--- src/rtl/mem_arb_pkg.sv ---
// Shared definitions for the unified memory-port arbiter: FSM encoding,
// requester ids and the default fetch-starvation bound.
package mem_arb_pkg;

  typedef enum logic [1:0] {
    ST_IDLE    = 2'd0,
    ST_BUSY_IF = 2'd1,
    ST_BUSY_DM = 2'd2
  } arb_state_e;

  localparam logic PORT_IF = 1'b0;
  localparam logic PORT_DM = 1'b1;

  localparam int STARVE_MAX_DEF = 4;

  function automatic arb_state_e busy_state(input logic port);
    return (port == PORT_DM) ? ST_BUSY_DM : ST_BUSY_IF;
  endfunction

endpackage

--- src/rtl/arb_streak_cnt.sv ---
// Saturating count of data grants made while fetch was left waiting.
import mem_arb_pkg::*;

module arb_streak_cnt #(
  parameter int STARVE_MAX = STARVE_MAX_DEF
) (
  input  logic clk,
  input  logic rstn,
  input  logic inc_i,
  input  logic clr_i,
  output logic sat_o
);

  localparam int CW = $clog2(STARVE_MAX + 1);
  localparam logic [CW-1:0] MAXV = CW'(STARVE_MAX);

  logic [CW-1:0] cnt_q, cnt_d;

  always_comb begin
    cnt_d = cnt_q;
    if (clr_i)                      cnt_d = '0;
    else if (inc_i && cnt_q != MAXV) cnt_d = cnt_q + 1'b1;
  end

  always_ff @(posedge clk or negedge rstn) begin
    if (!rstn) cnt_q <= '0;
    else       cnt_q <= cnt_d;
  end

  assign sat_o = (cnt_q == MAXV);

endmodule

--- src/rtl/mem_port_arbiter.sv ---
// Shares one memory port between instruction fetch and load/store: data has
// priority, fetch is guaranteed a grant after STARVE_MAX consecutive data wins.
import mem_arb_pkg::*;

module mem_port_arbiter #(
  parameter int AW         = 32,
  parameter int DW         = 32,
  parameter int STARVE_MAX = STARVE_MAX_DEF
) (
  input  logic            clk,
  input  logic            rstn,
  input  logic            if_req,
  input  logic [AW-1:0]   if_addr,
  input  logic            if_flush,
  output logic [DW-1:0]   if_rdata,
  output logic            if_ready,
  input  logic            dm_req,
  input  logic            dm_we,
  input  logic [DW/8-1:0] dm_be,
  input  logic [AW-1:0]   dm_addr,
  input  logic [DW-1:0]   dm_wdata,
  output logic [DW-1:0]   dm_rdata,
  output logic            dm_ready,
  output logic            mem_req,
  output logic            mem_we,
  output logic [DW/8-1:0] mem_be,
  output logic [AW-1:0]   mem_addr,
  output logic [DW-1:0]   mem_wdata,
  input  logic            mem_ack,
  input  logic [DW-1:0]   mem_rdata
);

  arb_state_e      state_q;
  logic            mem_req_q, mem_we_q;
  logic [DW/8-1:0] mem_be_q;
  logic [AW-1:0]   mem_addr_q;
  logic [DW-1:0]   mem_wdata_q, if_rdata_q, dm_rdata_q;
  logic            if_ready_q, dm_ready_q, flush_pend_q;

  logic cand_if, cand_dm, gnt, gnt_port, sat, streak_inc, streak_clr, if_drop;

  // A port whose ready pulses this cycle was just served; its req is stale.
  assign cand_if    = if_req & ~if_ready_q;
  assign cand_dm    = dm_req & ~dm_ready_q;
  assign gnt        = (state_q == ST_IDLE) & (cand_if | cand_dm);
  assign gnt_port   = (cand_dm & ~(cand_if & sat)) ? PORT_DM : PORT_IF;
  assign streak_inc = gnt & (gnt_port == PORT_DM) & if_req;
  assign streak_clr = gnt & ~streak_inc;
  assign if_drop    = flush_pend_q | if_flush;

  arb_streak_cnt #(.STARVE_MAX(STARVE_MAX)) u_streak (
    .clk   (clk),
    .rstn  (rstn),
    .inc_i (streak_inc),
    .clr_i (streak_clr),
    .sat_o (sat)
  );

  always_ff @(posedge clk or negedge rstn) begin
    if (!rstn) begin
      state_q      <= ST_IDLE;
      mem_req_q    <= 1'b0;
      mem_we_q     <= 1'b0;
      mem_be_q     <= '0;
      mem_addr_q   <= '0;
      mem_wdata_q  <= '0;
      if_rdata_q   <= '0;
      dm_rdata_q   <= '0;
      if_ready_q   <= 1'b0;
      dm_ready_q   <= 1'b0;
      flush_pend_q <= 1'b0;
    end else begin
      if_ready_q <= 1'b0;
      dm_ready_q <= 1'b0;
      case (state_q)
        ST_IDLE: begin
          flush_pend_q <= 1'b0;
          if (gnt) begin
            state_q   <= busy_state(gnt_port);
            mem_req_q <= 1'b1;
            if (gnt_port == PORT_DM) begin
              mem_we_q    <= dm_we;
              mem_be_q    <= dm_be;
              mem_addr_q  <= dm_addr;
              mem_wdata_q <= dm_wdata;
            end else begin
              mem_we_q    <= 1'b0;
              mem_be_q    <= '1;
              mem_addr_q  <= if_addr;
              mem_wdata_q <= '0;
            end
          end
        end
        ST_BUSY_IF: begin
          if (if_flush) flush_pend_q <= 1'b1;
          if (mem_ack) begin
            mem_req_q    <= 1'b0;
            state_q      <= ST_IDLE;
            flush_pend_q <= 1'b0;
            // A redirected fetch still drains the memory but is never delivered.
            if (!if_drop) begin
              if_rdata_q <= mem_rdata;
              if_ready_q <= 1'b1;
            end
          end
        end
        ST_BUSY_DM: begin
          if (mem_ack) begin
            mem_req_q  <= 1'b0;
            state_q    <= ST_IDLE;
            dm_ready_q <= 1'b1;
            if (!mem_we_q) dm_rdata_q <= mem_rdata;
          end
        end
        default: state_q <= ST_IDLE;
      endcase
    end
  end

  assign mem_req   = mem_req_q;
  assign mem_we    = mem_we_q;
  assign mem_be    = mem_be_q;
  assign mem_addr  = mem_addr_q;
  assign mem_wdata = mem_wdata_q;
  assign if_rdata  = if_rdata_q;
  assign if_ready  = if_ready_q;
  assign dm_rdata  = dm_rdata_q;
  assign dm_ready  = dm_ready_q;

endmodule

--- config.mk ---
export PLATFORM = sky130hd
export DESIGN_NAME = mem_port_arbiter
export DESIGN_NICKNAME = d
export VERILOG_FILES = /design/src/rtl/mem_arb_pkg.sv /design/src/rtl/arb_streak_cnt.sv /design/src/rtl/mem_port_arbiter.sv
export SDC_FILE = /design/constraint.sdc
export NUM_CORES = 1
export LEC_CHECK = 0
export CAP_MARGIN = 20
export CORE_MARGIN = 4
export CORE_UTILIZATION = 40
export CTS_BUF_LIST = sky130_fd_sc_hd__clkbuf_16
export DETAILED_ROUTE_END_ITERATION = 10
export PLACE_DENSITY = 0.8
export SYNTH_ARGS = -nofsm -noshare
export SYNTH_HDL_FRONTEND = slang
export SYNTH_SLANG_ARGS = --single-unit
--- constraint.sdc ---
create_clock -name clk -period 2.4 [get_ports clk]
set_input_delay 0.24 -clock clk [delete_from_list [all_inputs] [get_ports clk]]
set_output_delay 0.24 -clock clk [all_outputs]
set_load 0.05 [all_outputs]
; ---- Yosys cells after proc, flatten, opt, wreduce, memory -nomap -nowiden
; Index checks and enable logic that the tools add are counted.
[classes]
addsub = 1
n_mul = 0
div = 0
magnitude_cmp = 0
eq_ne = 7
n_shift = 0
muxes = 22
n_bitwise = 16
reduce_logical = 12
[ops]
columns = op, count
row1 = $mux W32, 2
row2 = $mux W1, 11
row3 = $reduce_and A3 Y1, 3
row4 = $and A1 B1 Y1, 8
row5 = $mux W2, 3
row6 = $mux W3, 2
row7 = $ne A3 B3 Y1 const B, 2
row8 = $not A1 Y1, 6
row9 = $reduce_and A2 Y1, 3
row10 = $reduce_bool A2 Y1, 3
row11 = $mux W4, 1
row12 = $pmux W1 S2, 2
row13 = $pmux W2 S2, 1
row14 = $add A3 B1 Y3 const B, 1
row15 = $eq A3 B3 Y1 const B, 1
row16 = $eq A2 B1 Y1 const B, 1
row17 = $eq A2 B2 Y1 const B, 1
row18 = $logic_not A2 Y1, 1
row19 = $ne A2 B1 Y1 const B, 1
row20 = $ne A2 B2 Y1 const B, 1
row21 = $or A1 B1 Y1, 2
row22 = $reduce_or A2 Y1, 1
row23 = $logic_and A1 B1 Y1, 1
[totals]
regBits = 142
latchBits = 0
ramBits = 0
rom_bits = 0
in_bits = 139
out_inout_bits = 136
word_cells = 70
mem_count = 0

; ---- Longest topological paths before layout
[logic_depth]
ltp_word = 11
ltp_mapped = 9
ltp_nobuf = 6

; ---- Modules after synthesis
; A second synthesis with hierarchy kept.
[hier_totals]
cells_unflattened = 452
hier_area_um2 = 5693.0
[modules_own_cells]
columns = module, instances, cells_each, area_each_um2, seq_area_each_um2
row1 = mem_port_arbiter, 1, 434, 5495.3, 3478.3
row2 = arb_streak_cnt, 1, 18, 197.7, 75.1

; ---- Worst setup path before layout
; OpenSTA, ideal clock, no wires.
[synth_path]
path_type = register -> register
from = reg if_ready_q (netlist: if_ready)
to = reg mem_we_q (netlist: mem_we)
setup_time_ns = 0.121
t_arrival_ns = 1.752
t_required_ns = 2.279
path_slack_ns = 0.527
stages_incl_launch_ff = 8
path_buffers = 3
synth_period_minus_slack_ns = 1.873
path_cell_list = dfrtp_1 nand2b_2 o21a_1 buf_6 and2_4 buf_6 buf_6 a22o_1
[synth_between]
elab_chain_cells = 7
word_cells_on_any_way = 10
cone_classes = mux: 2 / bitwise: 7 / reduce/logical: 1
[synth_lines]
columns = element, line
row1 = from (decl), mem_port_arbiter.sv:38  ; logic if_ready_q, dm_ready_q, flush_pend_q;
row2 = from (signal assigned), mem_port_arbiter.sv:69  ; if_ready_q <= 1'b0;
row3 = from (signal assigned), mem_port_arbiter.sv:73  ; if_ready_q <= 1'b0;
row4 = from (signal assigned), mem_port_arbiter.sv:103  ; if_ready_q <= 1'b1;
row5 = $not A1 Y1 *, mem_port_arbiter.sv:43  ; assign cand_if = if_req & ~if_ready_q;
row6 = $and A1 B1 Y1 *, mem_port_arbiter.sv:43
row7 = $and A1 B1 Y1, mem_port_arbiter.sv:46  ; assign gnt_port = (cand_dm & ~(cand_if & sat)) ? PORT_DM : PORT_IF;
row8 = $not A1 Y1, mem_port_arbiter.sv:46
row9 = $and A1 B1 Y1, mem_port_arbiter.sv:46
row10 = $mux W1, mem_port_arbiter.sv:46
row11 = $mux W1, mem_port_arbiter.sv:81  ; if (gnt_port == PORT_DM) begin
row12 = to (signal assigned), mem_port_arbiter.sv:82  ; mem_we_q <= dm_we;
row13 = to (decl), mem_port_arbiter.sv:34  ; logic mem_req_q, mem_we_q;
; Every way passes the cells marked *; elsewhere a longest branch is shown, timed or not.
; A chain may end at the register's enable or synchronous reset.

; ---- Worst setup path in the final report
[layout_path]
from = reg if_ready_q (netlist: if_ready)
to = out if_ready
[layout_rtl]
columns = element, line
row1 = to (decl), mem_port_arbiter.sv:16  ; output logic if_ready,
; No word-level cell between the ends.

==> impl_metrics.json <==
{
  "clkLatencyLatePin_ns": 0.41,
  "num-fill-cells": 1005,
  "setup.worst_path.start": "if_ready",
  "place_inst": 881,
  "grt_use_total": 0.2125,
  "startpoint_type": "flop",
  "die_area_um2": 16050,
  "r2r_slack_ns": 0.55,
  "cts_resized": 0,
  "hpwl_um": 12350,
  "clock-sinks": 142,
  "h-tree-depth": 4,
  "ant_nets": 0,
  "timing.final.ws_setup_ns": 0.5194,
  "die_w_um": 126.7,
  "place_congestion": 0.8902,
  "fin_skew_ns": 0.007244,
  "cp_slowest_cell": "clkdlybuf4s50_1",
  "pre_cts_ws_ns": 0.3540,
  "post_drt_via_cell_ratio": 5.107,
  "run_status": "complete, no violations",
  "syn_to_final_growth_pct": 63.66,
  "antennaDiodeCount": 0,
  "syn_inst": 449,
  "post-route-drc-count": 0,
  "grt_pass1_vias": 4995,
  "peakVddDrop_v": 0.0009896,
  "worstSetupPathDepth": 1,
  "via_count": 4663,
  "critical_path.top_delay_family": "buffers and inverters",
  "setup.worst_path.end_class": "primary output",
  "layout_worst_path_cycle_share": 0.7836,
  "coreArea_um2": 13830,
  "cts_tree": "done",
  "finalMaxSlewViolations": 0,
  "switchingPower_mw": 7.171,
  "final.setup.tns_ns": 0,
  "clockRootBuffer": "clkbuf_16",
  "intPower_mw": 8.303,
  "reg2reg_depth": 7,
  "max_clock_freq_mhz": 531.7,
  "worstPathMaxFanout": 4,
  "die_h_um": 126.7,
  "p_leak_nw": 3.939,
  "drt_iter0_markers": 263,
  "grt_setup_unrepaired": "no",
  "clk_path_buf_depth": 2,
  "path_cells": "clkdlybuf4s50_1",
  "synth.distinct_cells": 34,
  "clk_pin_slew_ns": 0.06,
  "worstReg2RegEnd": "mem_addr[21]",
  "rows": 43,
  "cp_data_arrival_time_ns": 1.64,
  "critPathMaxStageDelay_ns": 0.84,
  "antenna_found_initial": 0,
  "hp-class": "input port to async pin",
  "top_level_ports": 275,
  "finalNetCount": 865,
  "seqPwrFrac": 0.269,
  "power_frac_comb": 0.559,
  "clkPwrFrac": 0.173,
  "max-cap-violations": 0,
  "hold_slack_ns": 0.3404,
  "grt_overflow_total": 0,
  "total_power_mw": 15.47,
  "powerDensity_nw_per_um2": 1678,
  "initial_utilization": 0.4074,
  "timing.final.crit_period_ns": 1.881,
  "syn_nets": 593,
  "port_buffers": 274,
  "hold_violations": 0,
  "syn_area_um2": 5633,
  "crit_path_end": "if_ready",
  "grt_first_pass_wirelength_um": 26710,
  "ys_seq_elements": 142,
  "worst_slew_pin_slew_ns": 0.5741,
  "p_sw_frac": 0.4634,
  "setup_viol": 0,
  "crit_buf_inv": 1,
  "drive_above_1_share": 0.1405,
  "fin_cells": 913,
  "path_class": "flop to primary output",
  "cts_buffers": 17,
  "slew-limit-headroom": 0.6160,
  "ys_seq_area_frac": 0.6308,
  "totalWireLength_um": 17020,
  "rr_startpoint": "u_streak.cnt_q[0]",
  "syn_avg_cell_area_um2": 12.55,
  "avgRoutedWirePerCell_um": 18.64,
  "cp.required_ns": 2.16,
  "grt_start_max_net_pins": 57,
  "yosys_warnings": 0,
  "firstDrtPassIters": 6
}
placed cells by master (no fill, tap or decap), types with 3 or more instances in the layout:
cell type	synthesis	layout
nor2_1	35	35
a22o_1	33	33
bufinv_16	0	4
dfrtp_1	142	142
clkbuf_16	0	17
o21ai_0	3	3
nand2b_1	4	4
clkdlybuf4s50_1	0	273
a21oi_1	64	64
clkinv_4	0	3
nand2_1	37	37
o22a_1	4	4
buf_12	0	7
mux2_2	62	62
ha_1	5	5
nand3_1	3	3
inv_1	5	8
routing by layer:
| metal | up-vias | wire, µm | global-route usage |
|---|---|---|---|
| li1 | 2121 | - | - |
| met1 | 2291 | 6365 | 0.2360 |
| met2 | 226 | 8575 | 0.3633 |
| met3 | 25 | 1751 | 0.09305 |
| met4 | 0 | 323 | 0.07508 |
| met5 | - | 0 | 0 |
what timing repair did:
action | CTS | global route
setup buffers | 0 | 0
endpoints found under the hold margin | 48 | 0
hold buffers | 1 | 0
worst min-delay path by stage:
stage,endpoint,cells after the start,startpoint
6_report,dm_rdata[22],2,rstn
3_3_place_gp,if_rdata[22],1,rstn
4_1_cts,dm_rdata[22],2,rstn
2_1_floorplan,dm_rdata[0],0,rstn
5_1_grt,dm_rdata[22],2,rstn
3_5_place_dp,dm_rdata[22],1,rstn
registers in the layout (all words and copies together) (netlist names):
| signal | count |
|---|---|
| dm_ready | 1 |
| state_q | 2 |
| mem_we | 1 |
| flush_pend_q | 1 |
| dm_rdata | 32 |
| mem_be | 4 |
| if_ready | 1 |
| mem_addr | 32 |
| if_rdata | 32 |
| mem_wdata | 32 |
| mem_req | 1 |
| u_streak.cnt_q | 3 |
metrics by stage:
step	utilization	cell area (µm²)
after floorplan	-	5633
after global placement	0.6223	8605
after detailed placement	0.6223	8605
after CTS	0.6667	9219
after global routing	0.6667	9219
final	0.6667	9219
cell usage after synthesis (all sizes together):
cell | count | area (µm²)
clkbuf | 14 | 52.55
nor3 | 1 | 5.000
o22a | 4 | 35.03
mux2 | 64 | 720.7
a211oi | 1 | 7.510
and2 | 2 | 15.02
dfrtp | 142 | 3553
buf | 16 | 107.6
o21ai | 4 | 20.01
nand2 | 37 | 138.9
a21o | 1 | 7.510
nor2 | 35 | 131.4
o22ai | 2 | 12.51
o2bb2ai | 2 | 17.52
inv | 5 | 18.77
mux2i | 1 | 10.01
nand4 | 1 | 6.260
a22o | 33 | 289.0
a21oi | 64 | 320.3
ha | 5 | 62.56
nor3b | 1 | 7.510
a21boi | 1 | 7.510
o21a | 2 | 15.01
nand3 | 3 | 15.01
nor2b | 1 | 6.260
a21bo | 1 | 10.01
and3 | 1 | 6.260
nand2b | 5 | 33.78
final cells by class:
class	instances	area (µm²)	area share
repair buffers	283	2902	0.3147
clock inverters	14	178.9	0.01941
flip-flops and latches	142	3553	0.3855
multi-input cells	272	1916	0.2078
inverters	5	18.77	0.002036
well taps	180	225.2	0.02443
clock buffers	17	425.4	0.04615
kinds of logic (layout without fill, tap and decap cells):
kind of cell / Yosys count / count (layout) / share of synthesized area
compound gates: 115 / 115 / 0.1317
fa+ha+maj: 5 / 5 / 0.01111
buf+inv: 35 / 319 / 0.03176
flops: 142 / 142 / 0.6308
mux: 65 / 65 / 0.1297
simple gates: 87 / 87 / 0.06486
power by group through the flow:
| stage | registers [mW] | logic, mW | clock network [mW] |
|---|---|---|---|
| after floorplan | 7.91 | 1.79 | 0 |
| after global placement | 4.11 | 8.55 | 0 |
| after detailed placement | 4.18 | 8.70 | 0 |
| after CTS | 4.16 | 8.73 | 2.73 |
| after global routing | 4.30 | 9.05 | 2.85 |
| final | 4.16 | 8.65 | 2.67 |
Note: power is estimated with default switching activity, not from simulation.
